--- config.mk ---
export PLATFORM = sky130hd
export DESIGN_NAME = ram_req_sequencer
export DESIGN_NICKNAME = d
export VERILOG_FILES = /design/src/rtl/ram_seq_pkg.sv /design/src/rtl/ram_req_rr_arb.sv /design/src/rtl/ram_req_sequencer.sv
export SDC_FILE = /design/constraint.sdc
export NUM_CORES = 1
export LEC_CHECK = 0
export CAP_MARGIN = 40
export CORE_MARGIN = 2
export CORE_UTILIZATION = 37
export CTS_CLUSTER_DIAMETER = 120
export CTS_CLUSTER_SIZE = 10
export DETAILED_ROUTE_END_ITERATION = 7
export GPL_TIMING_DRIVEN = 0
export HOLD_SLACK_MARGIN = 0.1
export PLACE_DENSITY = 0.84
export SYNTH_ARGS = -nofsm -noshare
export SYNTH_HDL_FRONTEND = slang
export SYNTH_SLANG_ARGS = --single-unit
export TNS_END_PERCENT = 50
--- constraint.sdc ---
create_clock -name CLK -period 3.6 [get_ports CLK]
set_input_delay 0.54 -clock CLK [delete_from_list [all_inputs] [get_ports CLK]]
set_output_delay 0.54 -clock CLK [all_outputs]
set_load 0.01 [all_outputs]
--- src/rtl/ram_seq_pkg.sv ---
// Shared types for the RAM request sequencer: controller states and arbiter grant codes.
package ram_seq_pkg;

  typedef enum logic {
    ST_IDLE  = 1'b0,
    ST_CLEAR = 1'b1
  } state_e;

  typedef enum logic [1:0] {
    GNT_NONE = 2'd0,
    GNT_WR   = 2'd1,
    GNT_RD   = 2'd2
  } gnt_e;

endpackage

--- src/rtl/ram_req_rr_arb.sv ---
// Two-requester round-robin arbiter: combinational grant, registered priority pointer that
// flips only when both requesters compete in the same cycle.
module ram_req_rr_arb
  import ram_seq_pkg::*;
(
  input  logic CLK,
  input  logic RST,
  input  logic req_wr,
  input  logic req_rd,
  output gnt_e gnt
);

  logic prio_rd_q, prio_rd_d;

  // NOTE: every signal assigned in always_comb gets a default first so no path infers a latch.
  always_comb begin
    gnt       = GNT_NONE;
    prio_rd_d = prio_rd_q;
    if (req_wr && req_rd) begin
      gnt       = prio_rd_q ? GNT_RD : GNT_WR;
      prio_rd_d = !prio_rd_q;
    end else if (req_wr) begin
      gnt = GNT_WR;
    end else if (req_rd) begin
      gnt = GNT_RD;
    end
  end

  // NOTE: sequential state is updated with non-blocking assignments only.
  always_ff @(posedge CLK or negedge RST) begin
    if (!RST) prio_rd_q <= 1'b1;
    else      prio_rd_q <= prio_rd_d;
  end

endmodule

--- src/rtl/ram_req_sequencer.sv ---
// Arbitrates write/read request streams onto a single-port RAM and returns read data.
// Optional power-up zero sweep of the RAM when RAM_SEQ_CLEAR_ON_RESET_EN is defined.
module ram_req_sequencer
  import ram_seq_pkg::*;
#(
  parameter int DATA_WIDTH = 8,
  parameter int ADDR_WIDTH = 6
) (
  input  logic                  CLK,
  input  logic                  RST,
  input  logic                  WR_VALID,
  output logic                  WR_READY,
  input  logic [ADDR_WIDTH-1:0] WR_ADDR,
  input  logic [DATA_WIDTH-1:0] WR_DATA,
  input  logic                  RD_VALID,
  output logic                  RD_READY,
  input  logic [ADDR_WIDTH-1:0] RD_ADDR,
  output logic                  RSP_VALID,
  input  logic                  RSP_READY,
  output logic [DATA_WIDTH-1:0] RSP_DATA,
  output logic                  INIT_DONE,
  output logic [DATA_WIDTH-1:0] RAM_DATA,
  output logic [ADDR_WIDTH-1:0] RAM_ADDRESS,
  output logic                  RAM_WE,
  input  logic [DATA_WIDTH-1:0] RAM_OUTPUT
);

  state_e                  state_q;
  gnt_e                    gnt;
  logic                    rd_ok;
  logic                    rd_inflight_q, rd_inflight_d;
  logic                    rsp_valid_q, rsp_valid_d;
  logic [DATA_WIDTH-1:0]   rsp_data_q, rsp_data_d;
  logic [ADDR_WIDTH-1:0]   last_addr_q, last_addr_d;

`ifdef RAM_SEQ_CLEAR_ON_RESET_EN
  state_e                  state_d;
  logic [ADDR_WIDTH-1:0]   clr_cnt_q, clr_cnt_d;

  always_ff @(posedge CLK or negedge RST) begin
    if (!RST) begin
      state_q   <= ST_CLEAR;
      clr_cnt_q <= '0;
    end else begin
      state_q   <= state_d;
      clr_cnt_q <= clr_cnt_d;
    end
  end

  always_comb begin
    state_d   = state_q;
    clr_cnt_d = clr_cnt_q;
    if (state_q == ST_CLEAR) begin
      clr_cnt_d = clr_cnt_q + ADDR_WIDTH'(1);
      if (clr_cnt_q == '1) state_d = ST_IDLE;
    end
  end

  assign INIT_DONE = (state_q == ST_IDLE);
`else
  assign state_q   = ST_IDLE;
  assign INIT_DONE = RST && (state_q == ST_IDLE);
`endif

  // Only one read may be outstanding: block new reads until the response is consumed.
  assign rd_ok = INIT_DONE && !rd_inflight_q && !rsp_valid_q;

  ram_req_rr_arb u_arb (
    .CLK    (CLK),
    .RST    (RST),
    .req_wr (WR_VALID && INIT_DONE),
    .req_rd (RD_VALID && rd_ok),
    .gnt    (gnt)
  );

  assign WR_READY  = INIT_DONE && (gnt == GNT_WR);
  assign RD_READY  = (gnt == GNT_RD);
  assign RSP_VALID = rsp_valid_q;
  assign RSP_DATA  = rsp_data_q;

  always_comb begin
    RAM_WE      = 1'b0;
    RAM_ADDRESS = last_addr_q;
    RAM_DATA    = '0;
    unique case (gnt)
      GNT_WR: begin
        RAM_WE      = 1'b1;
        RAM_ADDRESS = WR_ADDR;
        RAM_DATA    = WR_DATA;
      end
      GNT_RD:  RAM_ADDRESS = RD_ADDR;
      default: ;
    endcase
`ifdef RAM_SEQ_CLEAR_ON_RESET_EN
    if (state_q == ST_CLEAR) begin
      RAM_WE      = 1'b1;
      RAM_ADDRESS = clr_cnt_q;
      RAM_DATA    = '0;
    end
`endif
  end

  // RAM_OUTPUT is valid the cycle after the address was registered, i.e. while rd_inflight is set.
  always_comb begin
    rd_inflight_d = 1'b0;
    last_addr_d   = last_addr_q;
    rsp_valid_d   = rsp_valid_q && !RSP_READY;
    rsp_data_d    = rsp_data_q;
    if (gnt == GNT_RD) begin
      rd_inflight_d = 1'b1;
      last_addr_d   = RD_ADDR;
    end
    if (rd_inflight_q) begin
      rsp_valid_d = 1'b1;
      rsp_data_d  = RAM_OUTPUT;
    end
  end

  always_ff @(posedge CLK or negedge RST) begin
    if (!RST) begin
      rd_inflight_q <= 1'b0;
      rsp_valid_q   <= 1'b0;
      rsp_data_q    <= '0;
      last_addr_q   <= '0;
    end else begin
      rd_inflight_q <= rd_inflight_d;
      rsp_valid_q   <= rsp_valid_d;
      rsp_data_q    <= rsp_data_d;
      last_addr_q   <= last_addr_d;
    end
  end

endmodule
==> results.ini <==
[worst_setup_path]
worst_setup_path_start_kind=input pin
cp.required_ns=3.06
crit_path_max_incr_delay_ns=0.57
cp_top_family=buffers and inverters
crit_chain=clkdlybuf4s50_1, nor3b_4, and3_2, ha_1, clkbuf_4, a22oi_1, o21ai_0, clkdlybuf4s50_1
path_max_fanout=10
crit_path_end_kind=output pin
crit_slowest_cell=clkdlybuf4s50_1
crit_type=input pin to output pin
crit_arrival_ns=2.72
critical_path_buf_inv_count=3
cp_common_cell=clkdlybuf4s50_1

[timing]
timing.final.ws_setup_ns=0.338
fin_setup_tns_ns=0
relSlewSlack=0.768
rsz0062_at_grt=no
clock.fmax_mhz=307
tightest_slew_ns=0.347
post-route-period-util=0.906
report.final.slew_viol_count=0
skew_ns=0.00360
fin_crit_ns=3.26
hold_viol=0
setup_viol=0

[global_routing]
grtUsageTotal=0.173
antenna_found_initial=0
grt_start_max_net_pins=20
grt_pass1_vias=839
overflow=0
grt_first_pass_wirelength_um=3510

[placement]
dp_hpwl_um=1750
dpl.cell_count=164
place_congestion=0.781
post-place-ws_ns=0.109
portBuffers=59

[detailed_routing]
routed_wl_um=2220
wl_per_cell_um=13.1
drt_iter0_markers=8
detail-route-antenna-nets=0
drc=0
first_pass_iters=4
vias_per_cell=4.96
vias=839

[clock_tree]
cts_tree=done
post-cts-setup-buffers=0
clk_pin_slew_ns=0.10
cts_made_buffers=3
clk_path_buf_depth=2
clkSinkCount=17
clkLatencyLatePin_ns=0.29
clock-root-buffer=clkbuf_4
h-tree-depth=1

[synth]
yosysSeqAreaShare=0.489
synth_area_leaders=dfrtp_1 (46%), mux2_2 (18%), and2_1 (6.4%)
ys.warnings.count=0
synth_area_um2=873
avgSynthCellArea_um2=11.5
post-synth-top-area-fraction=0.458
synth.net_count=111
synthCells=76
ys_ff_latch=17
yosysTopAreaCell=dfrtp_1
ys_types=21

[power_and_ir_drop]
peakVddDrop_mv=0.413
power_uw=885
p_leak_uw=0.000649
p_per_area_nw_per_um2=569

[flow_run]
maxCapViolations=0

[cells_and_area]
synthToLayoutAreaGrowth_pct=78.1
fillers=173
final_common_cell=clkdlybuf4s50_1
fin_cells=169
diodes=0
drive_gt1_frac=0.184
final_cell_mix=clkdlybuf4s50_1 (58), dfrtp_1 (16), mux2_2 (14)
nets=177

[floorplanning]
die_x_um=52.6
io_pins=60
core_area_um2=2210
die_h_um=52.6
start_util=0.395
die-area_um2=2770
num_rows=17

[hold_path]
hold_path_class=input pin to async pin

[run_status]
status=finished, final reports clean

## Yosys cell counts
library cell	count
dfrtp_1	16
mux2_2	14
and2_1	9
nand2_1	7
a22oi_1	6
o21ai_0	6
ha_1	2
inv_1	2
nand3_1	2
a21o_2	1
and3_1	1
and3_2	1
buf_1	1
buf_2	1
buf_4	1
buf_6	1
clkbuf_2	1
dfstp_2	1
nand2b_1	1
nor3b_4	1
xnor2_1	1
## per-layer routing
metal	track usage	wire length, µm	part of all wire
met5	0	0	0
met1	0.204	801	0.36
met4	0.0641	27	0.012
met2	0.281	1050	0.47
met3	0.0686	341	0.15
## worst reg2reg max path, cell delays in order (launching register included)
cell	delay (ns)
dfrtp_1	0.39
buf_6	0.15
nor3b_4	0.21
and3_2	0.22
ha_1	0.24
clkbuf_4	0.25
mux2_2	0.35
## cell families after synthesis
| family | synth area share |
|---|---|
| multiplexers | 0.181 |
| AO/OA/AOI/OAI | 0.0960 |
| XOR/XNOR | 0.0100 |
| adder cells (fa/ha/maj) | 0.0286 |
| AND/OR/NAND/NOR | 0.150 |
| buffers and inverters | 0.0458 |
| flip-flops | 0.489 |
## registers in the layout (all words and copies together) (netlist names)
name,flops
RSP_DATA,8
last_addr_q,6
RSP_VALID,1
rd_inflight_q,1
u_arb.prio_rd_q,1
## worst paths after layout
kind / from / to / slack [ns] / depth (start not counted)
max in group asynchronous: RST / RSP_DATA[5] / 2.75 / 2
worst max register to register: rd_inflight_q / last_addr_q[4] / 1.70 / 6
worst max-delay path: RD_VALID / RAM_ADDRESS[1] / 0.34 / 8
worst min-delay path: RST / RSP_DATA[4] / 0.21 / 2
worst min register to register: u_arb.prio_rd_q / u_arb.prio_rd_q / 0.51 / 1
min in group CLK: u_arb.prio_rd_q / u_arb.prio_rd_q / 0.51 / 1
## final cells by class
| class | instances | area [µm²] | share of cell area |
|---|---|---|---|
| well taps | 28 | 35.0 | 0.0225 |
| multi-input cells | 52 | 407 | 0.261 |
| flip-flops and latches | 17 | 427 | 0.274 |
| plain buffers | 5 | 35.0 | 0.0225 |
| clock buffers | 4 | 26.3 | 0.0169 |
| inverters | 2 | 7.51 | 0.00483 |
| repair buffers | 61 | 618 | 0.397 |
## power by group
group	internal, µW	switching, µW	leakage [µW]
logic	287	161	0.000431
clock network	43.1	59.9	0.0000150
registers	284	50.2	0.000203
total	614	271	0.000649
## timing repair
| action | 4_1_cts | 5_1_grt |
|---|---|---|
| setup endpoints to repair | 0 | 6 |
| endpoints found under the hold margin | 0 | 4 |
| gates resized for setup | 0 | 2 |
| hold buffers | 0 | 1 |
## per-stage QoR
stage                     hold slack [ns]  instance area, µm²   util
after detailed placement            0.496                1510  0.684
final                               0.211                1560  0.703
after CTS                           0.461                1540  0.696
after floorplan                     0.244                 873      -
after global routing                0.200                1560  0.703
after global placement              0.482                1500  0.678
Note: power is estimated with default switching activity, not from simulation.
